### src/rtl/console_arbiter.sv
// console_arbiter: round-robin arbiter sharing one character-output sink
// between NREQ message producers. A requester keeps the channel for a whole
// message until it sends a character flagged with last, or drops its request.
// Optional feature macro: ARB_TIMEOUT_EN (adds a stall counter that forces a
// release after TIMEOUT back-pressured cycles and pulses timeout_err).
module console_arbiter #(
    parameter int unsigned NREQ    = 4,
    parameter int unsigned DW      = 8,
    parameter int unsigned TIMEOUT = 16
) (
    input  logic                 clock,
    input  logic                 reset,
    input  logic [NREQ-1:0]      req,
    input  logic [NREQ-1:0]      last,
    input  logic [NREQ*DW-1:0]   data,
    output logic [NREQ-1:0]      grant,
    output logic                 out_valid,
    output logic [DW-1:0]        out_data,
    input  logic                 out_ready,
    output logic                 busy,
    output logic                 timeout_err
);

    localparam int unsigned PW  = (NREQ > 1) ? $clog2(NREQ) : 1;
    localparam int unsigned DBW = $clog2(2 * NREQ);

    localparam logic [0:0] S_IDLE  = 1'b0;
    localparam logic [0:0] S_GRANT = 1'b1;

    // Elaboration-time parameter sanity checks
    if (NREQ < 2 || NREQ > 8) begin : g_bad_nreq
        $error("console_arbiter: NREQ must be in 2..8");
    end
    if (TIMEOUT == 0) begin : g_bad_timeout
        $error("console_arbiter: TIMEOUT must be nonzero");
    end

    logic [0:0]      state_q, state_d;
    logic [NREQ-1:0] grant_q, grant_d;
    logic [PW-1:0]   ptr_q,   ptr_d;

`ifdef ARB_TIMEOUT_EN
    localparam int unsigned SW = $clog2(TIMEOUT + 1);
    logic [SW-1:0]   stall_q, stall_d;
    logic            terr_q,  terr_d;
`endif

    logic [2*NREQ-1:0] req_dbl;
    logic              sel_found;
    logic [PW-1:0]     sel_idx;
    logic [PW-1:0]     g_idx;
    logic [DW-1:0]     g_data;
    logic              req_g;
    logic              last_g;
    logic              xfer;
    logic [PW-1:0]     ptr_next;

    // Round-robin search for the first request at or after ptr, wrapping
    always_comb begin
        req_dbl   = {req, req};
        sel_found = 1'b0;
        sel_idx   = '0;
        for (int unsigned k = 0; k < NREQ; k++) begin
            if (!sel_found && req_dbl[DBW'(int'(ptr_q) + int'(k))]) begin
                sel_found = 1'b1;
                if (int'(ptr_q) + int'(k) >= int'(NREQ)) begin
                    sel_idx = PW'(int'(ptr_q) + int'(k) - int'(NREQ));
                end else begin
                    sel_idx = PW'(int'(ptr_q) + int'(k));
                end
            end
        end
    end

    // Decode the granted index and mux its request, last flag and character
    always_comb begin
        g_idx  = '0;
        g_data = '0;
        for (int unsigned i = 0; i < NREQ; i++) begin
            if (grant_q[i]) begin
                g_idx  = PW'(i);
                g_data = data[i*DW +: DW];
            end
        end
        req_g    = |(req & grant_q);
        last_g   = |(last & grant_q);
        ptr_next = (g_idx == PW'(NREQ - 1)) ? '0 : PW'(g_idx + PW'(1));
    end

    // Sink-side outputs; a cycle with reset asserted never completes a transfer
    always_comb begin
        busy      = (state_q == S_GRANT);
        grant     = grant_q;
        out_valid = busy & req_g & ~reset;
        out_data  = out_valid ? g_data : '0;
        xfer      = out_valid & out_ready;
`ifdef ARB_TIMEOUT_EN
        timeout_err = terr_q;
`else
        timeout_err = 1'b0;
`endif
    end

    // Next-state logic: grant selection in IDLE, release detection in GRANT
    always_comb begin
        state_d = state_q;
        grant_d = grant_q;
        ptr_d   = ptr_q;
`ifdef ARB_TIMEOUT_EN
        stall_d = stall_q;
        terr_d  = 1'b0;
`endif
        case (state_q)
            S_IDLE: begin
                grant_d = '0;
                if (sel_found) begin
                    grant_d = NREQ'(1) << sel_idx;
                    state_d = S_GRANT;
                end
            end
            S_GRANT: begin
                if (!req_g || (xfer && last_g)) begin
                    // Abort or final character: hand the channel on
                    state_d = S_IDLE;
                    grant_d = '0;
                    ptr_d   = ptr_next;
`ifdef ARB_TIMEOUT_EN
                    stall_d = '0;
`endif
                end
`ifdef ARB_TIMEOUT_EN
                else if (xfer) begin
                    stall_d = '0;
                end else if (stall_q == SW'(TIMEOUT - 1)) begin
                    // Sink stalled too long: force release like an abort
                    state_d = S_IDLE;
                    grant_d = '0;
                    ptr_d   = ptr_next;
                    stall_d = '0;
                    terr_d  = 1'b1;
                end else begin
                    stall_d = SW'(stall_q + SW'(1));
                end
`endif
            end
            default: begin
                state_d = S_IDLE;
                grant_d = '0;
            end
        endcase
    end

    // State registers with synchronous active-high reset
    always_ff @(posedge clock) begin
        if (reset) begin
            state_q <= S_IDLE;
            grant_q <= '0;
            ptr_q   <= '0;
`ifdef ARB_TIMEOUT_EN
            stall_q <= '0;
            terr_q  <= 1'b0;
`endif
        end else begin
            state_q <= state_d;
            grant_q <= grant_d;
            ptr_q   <= ptr_d;
`ifdef ARB_TIMEOUT_EN
            stall_q <= stall_d;
            terr_q  <= terr_d;
`endif
        end
    end

endmodule

### config.mk
export PLATFORM = sky130hd
export DESIGN_NAME = console_arbiter
export DESIGN_NICKNAME = d
export VERILOG_FILES = /design/src/rtl/console_arbiter.sv
export SDC_FILE = /design/constraint.sdc
export NUM_CORES = 1
export LEC_CHECK = 0
export ABC_CLOCK_PERIOD_IN_PS = 2600
export BUFFER_PORTS_ARGS = -buffer_cell sky130_fd_sc_hd__buf_2
export CORE_MARGIN = 1
export CORE_UTILIZATION = 42
export CTS_BUF_LIST = sky130_fd_sc_hd__clkbuf_8
export DETAILED_ROUTE_END_ITERATION = 10
export PLACE_DENSITY = 0.86
export SLEW_MARGIN = 20
export SYNTH_ARGS = -nofsm -noshare
export SYNTH_HDL_FRONTEND = slang
export SYNTH_SLANG_ARGS = --single-unit
export TNS_END_PERCENT = 100
### constraint.sdc
create_clock -name clock -period 2.6 [get_ports clock]
set_clock_uncertainty 0.15 [all_clocks]
set_input_delay 0.52 -clock clock [delete_from_list [all_inputs] [get_ports clock]]
set_output_delay 0.52 -clock clock [all_outputs]
set_load 0.02 [all_outputs]
==> flow_summary.rst <==
.. list-table::
   :header-rows: 1

   * - Metric
     - Value
   * - Startpoint type of the worst setup path
     - register
   * - Post-CTS Repair Setup Buffers
     - 0
   * - Net switching power
     - 0.139 mW
   * - # nets final
     - 192
   * - Vertical die dimension
     - 42.0 um
   * - Worst supply voltage drop on vdd
     - 0.319 mV
   * - Drt total wl
     - 2220 um
   * - Fin util
     - 67.2%
   * - Cell type contributing the most total cell area after synthesis
     - dfxtp_1
   * - Worst hold path type
     - reg -> reg
   * - Clock tree from TritonCTS
     - yes
   * - Critical path arrival
     - 1750 ps
   * - Average wire per cell in the routed design
     - 13.6 um
   * - Internal power of the cells
     - 0.295 mW
   * - Post-synthesis register bit count
     - 7
   * - Number of gates given a new drive strength after cts
     - 0
   * - Number of antenna violations at the first check in global routing
     - 0
   * - Maximum number of pins on one net before global-route repair
     - 12
   * - Total GRT Usage
     - 26.2%
   * - Mapped Nets
     - 134
   * - Remaining global-route overflow
     - 0
   * - Clock sink count
     - 7
   * - Pins over their slew limit
     - 0
   * - Switching power share of the total
     - 32.0%
   * - Number of vias per cell
     - 6.01
   * - Maximum capacitance violations
     - 0
   * - Row count
     - 14
   * - Part of the power in the clock network
     - 34.4%
   * - Clock buffer depth
     - 2
   * - Static Leakage
     - 0.492 nW
   * - Time the final worst path needs with I/O delays and setup
     - 2420 ps
   * - RSZ-0062 raised after global routing
     - false
   * - Final Hold Slack
     - 359 ps
   * - Number of hold violations in the final report
     - 0
   * - Data required time at the worst endpoint
     - 1930 ps
   * - Post-synthesis cell area
     - 672 um^2
   * - First-pass GRT wire length
     - 3620 um
   * - Ratio of cells with drive above 1 in the final layout
     - 43.2%
   * - Die Span X
     - 42.0 um
   * - DRC violation count after routing
     - 0
   * - Portion of synthesized cell area occupied by the leading cell type
     - 20.9%
   * - Worst setup path category
     - reg -> out
   * - H-tree level count
     - 1
   * - Warnings from Yosys
     - 0
   * - Cell types with the largest area share after synthesis
     - dfxtp_1 21%, a221o_1 13%, o211ai_1 10%
   * - Number of routed nets with antenna violations
     - 0
   * - Setup TNS
     - 0 ps
   * - Power density relative to cell area
     - 429 nW/um^2
   * - Fraction of the cycle the final worst path needs
     - 93.2%
   * - Type of destination of the critical path
     - output port
   * - Root buffer cell
     - clkbuf_8
   * - Post-Synthesis Mean Instance Area
     - 7.38 um^2
   * - Number of DRC violations after detailed-routing iteration 0
     - 33
   * - Leading cell type in the layout, fill and taps excluded
     - buf_2
   * - Status
     - complete, no violations
   * - Register area share after synthesis
     - 20.9%
   * - Initial core utilization
     - 44.6%
   * - Relative max-transition margin
     - 65.6%
   * - Core Region
     - 1510 um^2
   * - Final weighted congestion in routability-driven placement
     - 0.827
   * - Count of endpoints failing setup in the final report
     - 0
   * - Vias post-DR
     - 986
   * - Number of instances in the synthesized netlist
     - 91
   * - Clock latency at the later pin of the worst-skew pair
     - 230 ps
   * - Highest net fanout along the worst path
     - 8
   * - Num CTS Buffers
     - 3
   * - Number of antenna cells inserted
     - 0
   * - Count of buffers inserted at the top-level ports
     - 56
   * - Fmax
     - 413 MHz
   * - First drt pass iteration count
     - 4
   * - Share of total power in combinational logic
     - 35.7%
   * - Post-detailed-placement half-perimeter wirelength
     - 1680 um
   * - Sequential cell fraction of total power
     - 29.9%
   * - Hold-fix buffers, CTS
     - 0
   * - Commonest cells after routing, fill and taps aside
     - 56 x buf_2, 11 x nand2_1, 11 x a21oi_1
   * - Clock slew seen by the registers of the worst setup and hold paths
     - 40 ps
   * - Boundary pin count
     - 58
   * - Synth-to-layout area growth
     - 50.7%
   * - Count of distinct cell types in the synthesized netlist
     - 29
   * - Slew at the pin closest to its max-slew limit
     - 515 ps
   * - Die outline area
     - 1760 um^2
   * - Vias in the first global route
     - 837
[worst paths after layout]
kind | start | to | slack (ps) | depth (start not counted)
worst max-delay path | grant[0] | out_data[5] | 180 | 5
worst min-delay path | ptr_q[0] | ptr_q[0] | 360 | 2
worst max register to register | grant[2] | ptr_q[0] | 760 | 5
worst min register to register | ptr_q[0] | ptr_q[0] | 360 | 2
[worst max-delay path: stages, from the launching register on]
cell      delay [ps]
dfxtp_1          380
nor2b_1          470
a221o_1          230
o211ai_1          90
a21oi_1          170
buf_2            180
[power by group through the flow]
stage / registers (mW) / clock network [mW] / logic (mW)
floorplan: 0.135 / 0 / 0.0890
global placement: 0.130 / 0 / 0.149
detailed placement: 0.131 / 0 / 0.152
CTS: 0.130 / 0.154 / 0.154
global route: 0.131 / 0.158 / 0.171
finish: 0.130 / 0.149 / 0.155
[metal layers]
metal  vias up  part of all wire, %  track usage, %
met4         0                  1.6            13.5
met2        62                   47            44.4
li1        474                    -               -
met1       446                   40            31.8
met5         -                    0               0
met3         4                   11            3.88
[flip-flops by register name, summed over array words and instances, names as in the netlist]
register  flops
busy          1
grant         4
ptr_q         2
[cell usage after synthesis]
library cell and number:
nor3_1 1, o31a_1 1, clkbuf_1 4, nor2_1 3
a21o_1 1, buf_2 1, a32o_1 4, clkinv_1 1
nand2b_1 1, nor2b_1 4, o21ai_0 1, o32ai_1 1
dfxtp_1 7, nand2_1 11, o211a_1 1, o32a_1 1
a21oi_1 11, o211ai_1 9, conb_1 1, or2_2 1
a21oi_2 1, nand3_1 3, a221o_1 9, nor4_1 1
and3_1 1, buf_4 1, inv_1 4, a211o_1 2
a22oi_1 4
[cells by family (layout without fill, tap and decap cells)]
logic type,after synthesis,count (layout),synth area share (%)
AO/OA/AOI/OAI,46,46,53.4
buffers and inverters,11,68,6.89
flip-flops,7,7,20.9
other,1,1,0.558
AND/OR/NAND/NOR,26,26,18.2
[layout make-up]
cell class              instances  area (um^2)
clock buffers                   3         41.3
clock inverters                 1         3.75
fillers                       137          494
inverters                       5         18.8
multi-input cells              73          485
flip-flops and latches          7          140
well taps                      16         20.0
repair buffers                 59          303
[stage by stage]
stage | cells | cell area [um^2] | power (mW) | setup WS, ps
floorplan | 91 | 672 | 0.224 | 442
global placement | 160 | 967 | 0.279 | 459
detailed placement | 160 | 967 | 0.283 | 426
CTS | 164 | 1010 | 0.437 | 172
global route | 164 | 1010 | 0.461 | 56.0
finish | 164 | 1010 | 0.434 | 177
Power figures use the tool's default switching activity.
